==> config.mk <==
export PLATFORM = sky130hd
export DESIGN_NAME = control_sequencer
export DESIGN_NICKNAME = d
export VERILOG_FILES = /design/src/rtl/control_sequencer_pkg.sv /design/src/rtl/control_sequencer_decode_unit.sv /design/src/rtl/control_sequencer.sv
export SDC_FILE = /design/constraint.sdc
export NUM_CORES = 1
export LEC_CHECK = 0
export CORE_UTILIZATION = 36
export CTS_CLUSTER_DIAMETER = 150
export DETAILED_ROUTE_END_ITERATION = 12
export PLACE_DENSITY = 0.75
export SYNTH_ARGS = -nofsm -noshare
export SYNTH_HDL_FRONTEND = slang
export SYNTH_HIERARCHICAL = 1
export SYNTH_SLANG_ARGS = --single-unit
==> constraint.sdc <==
create_clock -name clk -period 1.9 [get_ports clk]
set_input_delay 0.38 -clock clk [delete_from_list [all_inputs] [get_ports clk]]
set_output_delay 0.38 -clock clk [all_outputs]
set_load 0.05 [all_outputs]
==> src/rtl/control_sequencer_pkg.sv <==
// ---------------------------------------------------------------------------
// control_sequencer_pkg
//   Shared encodings for the multi-cycle AVR control sequencer and every block
//   that consumes its stage / decode buses:
//     STAGE_*   one-hot pipeline stage codes (width STAGE_COUNT)
//     OPCODE_*  bit positions inside the one-hot opcode_type bus
//     GROUP_*   bit positions inside the opcode_group flag bus
//   onehot_opcode()/onehot_group() build single-bit masks from those positions.
// ---------------------------------------------------------------------------
package control_sequencer_pkg;

  localparam int STAGE_COUNT  = 5;
  localparam int OPCODE_COUNT = 11;
  localparam int GROUP_COUNT  = 7;

  typedef enum logic [STAGE_COUNT-1:0] {
    STAGE_IF  = 5'b00001,
    STAGE_ID  = 5'b00010,
    STAGE_EX  = 5'b00100,
    STAGE_MEM = 5'b01000,
    STAGE_WB  = 5'b10000
  } stage_e;

  localparam int OPCODE_ADD  = 0;
  localparam int OPCODE_SUB  = 1;
  localparam int OPCODE_AND  = 2;
  localparam int OPCODE_EOR  = 3;
  localparam int OPCODE_OR   = 4;
  localparam int OPCODE_MOV  = 5;
  localparam int OPCODE_LDI  = 6;
  localparam int OPCODE_LD_X = 7;
  localparam int OPCODE_ST_X = 8;
  localparam int OPCODE_RJMP = 9;
  localparam int OPCODE_BREQ = 10;

  localparam int GROUP_ALU        = 0;
  localparam int GROUP_ALU_TWO_OP = 1;
  localparam int GROUP_IMMEDIATE  = 2;
  localparam int GROUP_MEMORY     = 3;
  localparam int GROUP_LOAD       = 4;
  localparam int GROUP_STORE      = 5;
  localparam int GROUP_BRANCH     = 6;

  function automatic logic [OPCODE_COUNT-1:0] onehot_opcode(input int idx);
    logic [OPCODE_COUNT-1:0] v;
    v      = '0;
    v[idx] = 1'b1;
    return v;
  endfunction

  function automatic logic [GROUP_COUNT-1:0] onehot_group(input int idx);
    logic [GROUP_COUNT-1:0] v;
    v      = '0;
    v[idx] = 1'b1;
    return v;
  endfunction

endpackage

==> src/rtl/control_sequencer_decode_unit.sv <==
// ---------------------------------------------------------------------------
// decode_unit
//   Purely combinational AVR instruction decoder, shared by the sequencer and
//   any other block that needs the same classification.
//   Ports:
//     instruction   in  16            instruction register contents
//     opcode_type   out OPCODE_COUNT  one-hot opcode, zero when unrecognised
//     opcode_group  out GROUP_COUNT   group flags, zero when unrecognised
//   NOP (16'h0000) and any unsupported encoding decode to all-zero.
// ---------------------------------------------------------------------------
module decode_unit
  import control_sequencer_pkg::*;
(
  input  logic [15:0]             instruction,
  output logic [OPCODE_COUNT-1:0] opcode_type,
  output logic [GROUP_COUNT-1:0]  opcode_group
);

  logic [GROUP_COUNT-1:0] w_alu2;

  assign w_alu2 = onehot_group(GROUP_ALU) | onehot_group(GROUP_ALU_TWO_OP);

  always_comb begin
    opcode_type  = '0;
    opcode_group = '0;
    casez (instruction)
      16'b0000_11??_????_????: begin
        opcode_type  = onehot_opcode(OPCODE_ADD);
        opcode_group = w_alu2;
      end
      16'b0001_10??_????_????: begin
        opcode_type  = onehot_opcode(OPCODE_SUB);
        opcode_group = w_alu2;
      end
      16'b0010_00??_????_????: begin
        opcode_type  = onehot_opcode(OPCODE_AND);
        opcode_group = w_alu2;
      end
      16'b0010_01??_????_????: begin
        opcode_type  = onehot_opcode(OPCODE_EOR);
        opcode_group = w_alu2;
      end
      16'b0010_10??_????_????: begin
        opcode_type  = onehot_opcode(OPCODE_OR);
        opcode_group = w_alu2;
      end
      // MOV is a register transfer: two operands but no ALU result flags.
      16'b0010_11??_????_????: begin
        opcode_type  = onehot_opcode(OPCODE_MOV);
        opcode_group = onehot_group(GROUP_ALU_TWO_OP);
      end
      16'b1110_????_????_????: begin
        opcode_type  = onehot_opcode(OPCODE_LDI);
        opcode_group = onehot_group(GROUP_IMMEDIATE);
      end
      16'b1001_000?_????_1100: begin
        opcode_type  = onehot_opcode(OPCODE_LD_X);
        opcode_group = onehot_group(GROUP_MEMORY) | onehot_group(GROUP_LOAD);
      end
      16'b1001_001?_????_1100: begin
        opcode_type  = onehot_opcode(OPCODE_ST_X);
        opcode_group = onehot_group(GROUP_MEMORY) | onehot_group(GROUP_STORE);
      end
      16'b1100_????_????_????: begin
        opcode_type  = onehot_opcode(OPCODE_RJMP);
        opcode_group = onehot_group(GROUP_BRANCH);
      end
      16'b1111_00??_????_?001: begin
        opcode_type  = onehot_opcode(OPCODE_BREQ);
        opcode_group = onehot_group(GROUP_BRANCH);
      end
      default: begin
        opcode_type  = '0;
        opcode_group = '0;
      end
    endcase
  end

endmodule

==> src/rtl/control_sequencer.sv <==
// ---------------------------------------------------------------------------
// control_sequencer
//   Multi-cycle control sequencer: fetches one instruction word, walks it
//   through IF/ID/EX/MEM/WB, owns the program counter and flags retirement.
//   Optional build macro: SKIP_MEM_STAGE_EN -- when defined, instructions
//   without GROUP_MEMORY go straight from EX to WB.
//   Ports:
//     clk, reset        clock, synchronous active-high reset
//     instr_word/valid  fetch data and its qualifier
//     instr_ready       word accepted this cycle (IF and no hold)
//     hold              freezes stage, IR and PC; suppresses retirement
//     branch_taken/target  PC redirect, honoured only in EX
//     pipeline_stage    one-hot current stage
//     instruction       instruction register
//     opcode_type/group decode of the instruction register
//     program_counter   address of the next fetch
//     instr_retired     high in the WB cycle that leaves WB
//
//   state | meaning
//   IF    | waiting for a fetched word
//   ID    | instruction register loaded, decode visible
//   EX    | execute; branch redirect sampled here
//   MEM   | data memory access
//   WB    | write-back; retirement reported when leaving
// ---------------------------------------------------------------------------
module control_sequencer
  import control_sequencer_pkg::*;
#(
  parameter int                  PC_WIDTH = 16,
  parameter logic [PC_WIDTH-1:0] RESET_PC = '0
) (
  input  logic                    clk,
  input  logic                    reset,
  input  logic [15:0]             instr_word,
  input  logic                    instr_valid,
  output logic                    instr_ready,
  input  logic                    hold,
  input  logic                    branch_taken,
  input  logic [PC_WIDTH-1:0]     branch_target,
  output logic [STAGE_COUNT-1:0]  pipeline_stage,
  output logic [15:0]             instruction,
  output logic [OPCODE_COUNT-1:0] opcode_type,
  output logic [GROUP_COUNT-1:0]  opcode_group,
  output logic [PC_WIDTH-1:0]     program_counter,
  output logic                    instr_retired
);

  stage_e              r_stage;
  stage_e              w_stage_nxt;
  logic [15:0]         r_instr;
  logic [PC_WIDTH-1:0] r_pc;
  logic                w_accept;
  logic                w_redirect;

  decode_unit u_decode (
    .instruction  (r_instr),
    .opcode_type  (opcode_type),
    .opcode_group (opcode_group)
  );

  always_comb begin
    w_stage_nxt = r_stage;
    w_accept    = 1'b0;
    w_redirect  = 1'b0;
    if (!hold) begin
      unique case (r_stage)
        STAGE_IF: begin
          if (instr_valid) begin
            w_accept    = 1'b1;
            w_stage_nxt = STAGE_ID;
          end
        end
        STAGE_ID: w_stage_nxt = STAGE_EX;
        STAGE_EX: begin
          w_redirect = branch_taken;
`ifdef SKIP_MEM_STAGE_EN
          w_stage_nxt = opcode_group[GROUP_MEMORY] ? STAGE_MEM : STAGE_WB;
`else
          w_stage_nxt = STAGE_MEM;
`endif
        end
        STAGE_MEM: w_stage_nxt = STAGE_WB;
        STAGE_WB:  w_stage_nxt = STAGE_IF;
        default:   w_stage_nxt = STAGE_IF;
      endcase
    end
  end

  always_ff @(posedge clk) begin
    if (reset) begin
      r_stage <= STAGE_IF;
      r_instr <= 16'h0000;
      r_pc    <= RESET_PC;
    end else begin
      r_stage <= w_stage_nxt;
      if (w_accept) begin
        r_instr <= instr_word;
        r_pc    <= r_pc + PC_WIDTH'(1);
      end else if (w_redirect) begin
        r_pc    <= branch_target;
      end
    end
  end

  assign pipeline_stage  = r_stage;
  assign instruction     = r_instr;
  assign program_counter = r_pc;
  assign instr_ready     = (r_stage == STAGE_IF) && !hold;
  // Retirement must mark the WB cycle that actually leaves WB, so a held WB
  // cycle cannot report it; this makes hold visible here combinationally.
  assign instr_retired   = (r_stage == STAGE_WB) && !hold;

endmodule

# Yosys cells after proc, flatten, opt, wreduce, memory -nomap -nowiden
# Cells that the tools add are included.
classes:
  add_sub_neg: 1
  n_eq_ne: 17
  muxes: 11
  bitwise: 1
  n_reduce_logical: 7
op_table:
  columns: ["operator", "n"]
  rows:
  - ["$pmux 11 s11", 1]
  - ["$pmux 7 s6", 1]
  - ["$mux 16", 2]
  - ["$eq 6x4->1 const B", 4]
  - ["$eq 11x11->1 const B", 2]
  - ["$pmux 5 s4", 1]
  - ["$add 16x1->16 const B", 1]
  - ["$eq 9x9->1 const B", 1]
  - ["$eq 4x4->1 const B", 2]
  - ["$eq 6x2->1 const B", 1]
  - ["$eq 6x3->1 const B", 1]
  - ["$eq 5x1->1 const B", 1]
  - ["$eq 5x2->1 const B", 1]
  - ["$eq 5x3->1 const B", 1]
  - ["$eq 5x4->1 const B", 1]
  - ["$eq 5x5->1 const B", 1]
  - ["$mux 1", 5]
  - ["$mux 5", 1]
  - ["$reduce_or 5->1", 1]
  - ["$logic_and 1x1->1", 2]
  - ["$ne 2x2->1 const B", 1]
  - ["$reduce_and 2->1", 1]
  - ["$reduce_bool 2->1", 1]
  - ["$reduce_or 2->1", 1]
  - ["other kinds (2)", 2]
word_totals:
  ff_bits: 37
  input_bits: 37
  output_inout_bits: 57
  elab_cells: 40

# Depth between registers and ports, before layout
depth:
  depth_word: 5
  mapped_depth: 8
  depth_no_buf: 5

# By module
# Netlist, hierarchy kept.
modules_own_cells:
  columns: ["mod", "instances", "cells_per_inst", "area_per_inst_um2", "seq_area_each_um2"]
  rows:
  - ["control_sequencer", 1, 224, 1794.2, 740.7]
  - ["decode_unit", 1, 36, 224.0, 0.0]

# Worst setup path after synthesis
# No wires, ideal clock.
synth_timing:
  path_kind: "register to output"
  start: "register r_instr[12], in the netlist instruction[12]"
  end: "output port opcode_type[10]"
  arrival_time_ns: 2.533
  required_ns: 1.520
  path_slack_ns: -1.013
  path_stages_with_launch: 4
  path_buffers: 0
  path_cell_list: "dfxtp_1 > nor2b_1 > nand2_1 > nor4_1"
synth_via:
  elab_chain_cells: 2
  word_cells_on_any_way: 12
  cone_classes: "eq/ne (11); mux (1)"
synth_lines:
  columns: ["element", "line", "source"]
  rows:
  - ["from (decl)", "control_sequencer.sv:50", "logic [15:0] r_instr;"]
  - ["from (signal assigned)", "control_sequencer.sv:97", "r_instr <= instr_word;"]
  - ["$eq 11x11->1, or another cell as far along", "control_sequencer_decode_unit.sv:26", "casez (instruction)"]
  - ["$pmux 11 s11 (*)", "control_sequencer_decode_unit.sv:26", null]
  - ["to (decl)", "control_sequencer.sv:42", "output logic [OPCODE_COUNT-1:0] opcode_type,"]
# Every way passes the cells marked *; elsewhere a longest branch is shown, timed or not.

# Worst setup path in the final report
layout_timing:
  start: "register r_instr[15], in the netlist instruction[15]"
  end: "output port opcode_type[3]"
# Same word-level chain as after synthesis.

==> flow_summary.toml <==
[yosys]
async_flop_share_pct = 0
yosys_warnings = 6
synth_mux_area_share_pct = 0.496
netlist_area_um2 = 2020
synth-edff-count = 0
synth_top_family_by_area = "simple AND/OR/NAND/NOR gates"
synth_xor_area_share_pct = 0.434
synth_seq_cells = 37
avgSynthCellArea_um2 = 7.76
synth-main-ff-cell = "dfxtp_1"
synth_fa_ha_area_share_pct = 0.620
ys_types = 49
synth_compound_area_share_pct = 17.4
synthCells = 260
yosys.area_share.simple_pct = 38.4
syn_nets = 298
seq_area_frac_synth_pct = 36.7

[worst_setup_path]
cp_max_fo = 6
regToRegSetupSlack_ns = 0.04
r2r-end = "program_counter[3]"
cp_data_required_time_ns = 1.52
crit_path_end = "opcode_type[3]"
reg2regPathDepth = 5
r2r-start = "pipeline_stage[2]"
crit_path_start_kind = "flop"
worstSetupPathType = "flop to output pin"
setup.worst_path.start = "instruction[15]"
arrival_ns = 1.70
endpoint_kind = "output pin"

[global_route]
grtUsageTotal_pct = 21.7
antenna_found_initial = 0
grt_pass1_vias = 2289
grt_pass1_wl_mm = 10.5
grt_max_degree = 33
grt_overflow_total = 0

[worst_hold_path]
hold_start = "instruction[5]"
hp-class = "flop to flop"

[floorplan]
die_w_um = 76.9
die-area_um2 = 5910
design.core.area_um2 = 5240
ios = 94
die_h_um = 76.9
row_count = 26
start_util_pct = 38.5

[timing]
tightest_slew_ns = 0.516
worst_slack_ns = -0.181
max_slew_margin_pct = 65.5
slew_viol_final = 0
timing.hold.ws_ns = 0.453
grt_setup_unrepaired = "yes"
setup_viol = 13
fmax_mhz = 480
fin_crit_sh_pct = 110
fin_skew_ns = 0.00346
min_period_ns = 2.08
final_hold_viol_count = 0
fin_setup_tns_ns = -1.21

[power_and_ir_drop]
p_per_area_nw_per_um2 = 543
fin_total_pwr_mw = 2.05
peakVddDrop_v = 0.000448
leakagePower_nw = 1.46

[status]
status = "complete, but fails checks"
violations = "setup timing"

[layout]
fin_cells = 448
diodes = 0
final_nets = 415
final_common_cell = "buf_4"
layout-drive-gt1-share_pct = 37.8
mostFrequentLayoutCells = "buf_4, nand2_1, clkdlybuf4s50_1"
area.growth.synth_to_final_pct = 87.2

[placed_design]
finalWeightedCongestion = 0.823
dp_hpwl_mm = 4.71
dp_cells = 429
portBuffers = 93

[cts]
ctsHtreeMaxLevel = 2
hold_buffers = 0
clkTransAtPathRegs_ns = 0.07
insertion_delay_ns = 0.29
cts-root-buf = "clkbuf_8"
tritoncts = "yes"
cts_buffer_depth = 2
cts_sinks = 37
numCtsBuffers = 5

[drt]
initialDrtViolationCount = 103
ant_nets = 0
dr.pass1.iters = 4
drc = 0
wl_per_cell_um = 14.5
via_per_inst = 5.38
via_count = 2410
routed_wl_mm = 6.52

[job]
cap_viol_max_count = 0
## synth_stat cells (2+ instances only)
library cell | n | share of area, %
nor2_1 | 15 | 2.8
nor3_1 | 9 | 2.2
nor3b_1 | 4 | 1.5
or4_1 | 3 | 1.1
o211ai_1 | 2 | 0.74
o21ai_0 | 2 | 0.50
dfxtp_1 | 37 | 37
and4_1 | 6 | 2.6
nand3_1 | 13 | 3.2
and3_1 | 3 | 0.93
buf_2 | 4 | 0.99
and3b_1 | 2 | 0.87
or4b_1 | 3 | 1.5
nand3b_1 | 3 | 1.1
nor4_1 | 3 | 0.93
a31oi_1 | 12 | 3.7
nand4_1 | 4 | 1.2
or3_1 | 6 | 1.9
a311oi_1 | 3 | 1.3
buf_6 | 3 | 1.7
inv_1 | 3 | 0.56
nor2b_1 | 3 | 0.93
nor3b_2 | 2 | 1.2
nand2_1 | 49 | 9.1
and2_1 | 5 | 1.5
a21oi_1 | 21 | 5.2
a211oi_1 | 3 | 1.1
clkbuf_1 | 12 | 2.2
a32oi_1 | 5 | 2.2
## area by class of cell
type	instances	area [um^2]
inverters	3	11.3
repair buffers	131	1450
multi-input cells	199	1330
clock inverters	2	35.0
clock buffers	6	93.8
flip-flops and latches	37	777
well taps	70	87.6
fillers	397	1460
## kinds of logic (layout without fill, tap and decap cells)
| group | Yosys count | in the layout |
|---|---|---|
| and+or+nand+nor | 142 | 142 |
| AOI/OAI and AO/OA | 54 | 54 |
| DFF | 37 | 37 |
| buffers and inverters | 24 | 142 |
| adders and majority gates | 1 | 1 |
| xor gates and xnor gates | 1 | 1 |
| muxes | 1 | 1 |
## where the power goes
group | total, mW | internal (mW) | switching [mW]
registers | 0.819 | 0.792 | 0.0263
logic | 0.472 | 0.229 | 0.243
clock network | 0.759 | 0.468 | 0.291
total | 2.05 | 1.49 | 0.559
## registers in the layout (all words and copies together), names as in the netlist
| register | count |
|---|---|
| pipeline_stage | 5 |
| instruction | 16 |
| program_counter | 16 |
## metrics by stage
stage / setup WS, ns / area, um^2 / util (%)
floorplan: -0.212 / 2240 / -
detailed placement: -0.438 / 3500 / 66.7
finish: -0.181 / 3780 / 72.1
CTS: -0.206 / 3700 / 70.6
global placement: -0.396 / 3500 / 66.7
global route: -0.238 / 3780 / 72.1
## critical path, stage by stage (launching register included)
cell,delay (ns)
dfxtp_4,0.34
or4b_4,0.54
buf_8,0.16
nor3b_4,0.21
buf_12,0.16
## layer usage
metal	vias up	global-route usage [%]	part of all wire (%)
met4	0	6.54	1.6
li1	1190	-	-
met3	11	4.76	6.1
met5	-	0	0
met1	1125	27.0	43
met2	84	37.0	50
## worst min path at each step
stage | cells after the start | to
finish | 2 | instruction[5]
global route | 2 | instruction[3]
CTS | 2 | instruction[7]
detailed placement | 2 | instruction[7]
global placement | 2 | instruction[7]
floorplan | 2 | instruction[12]
## timing repair
action | CTS | global route
buffers inserted | 5 | 6
setup endpoints to repair | 25 | 23
pin swaps | 9 | 7
resized for setup | 13 | 12
Power figures use the tool's default switching activity.
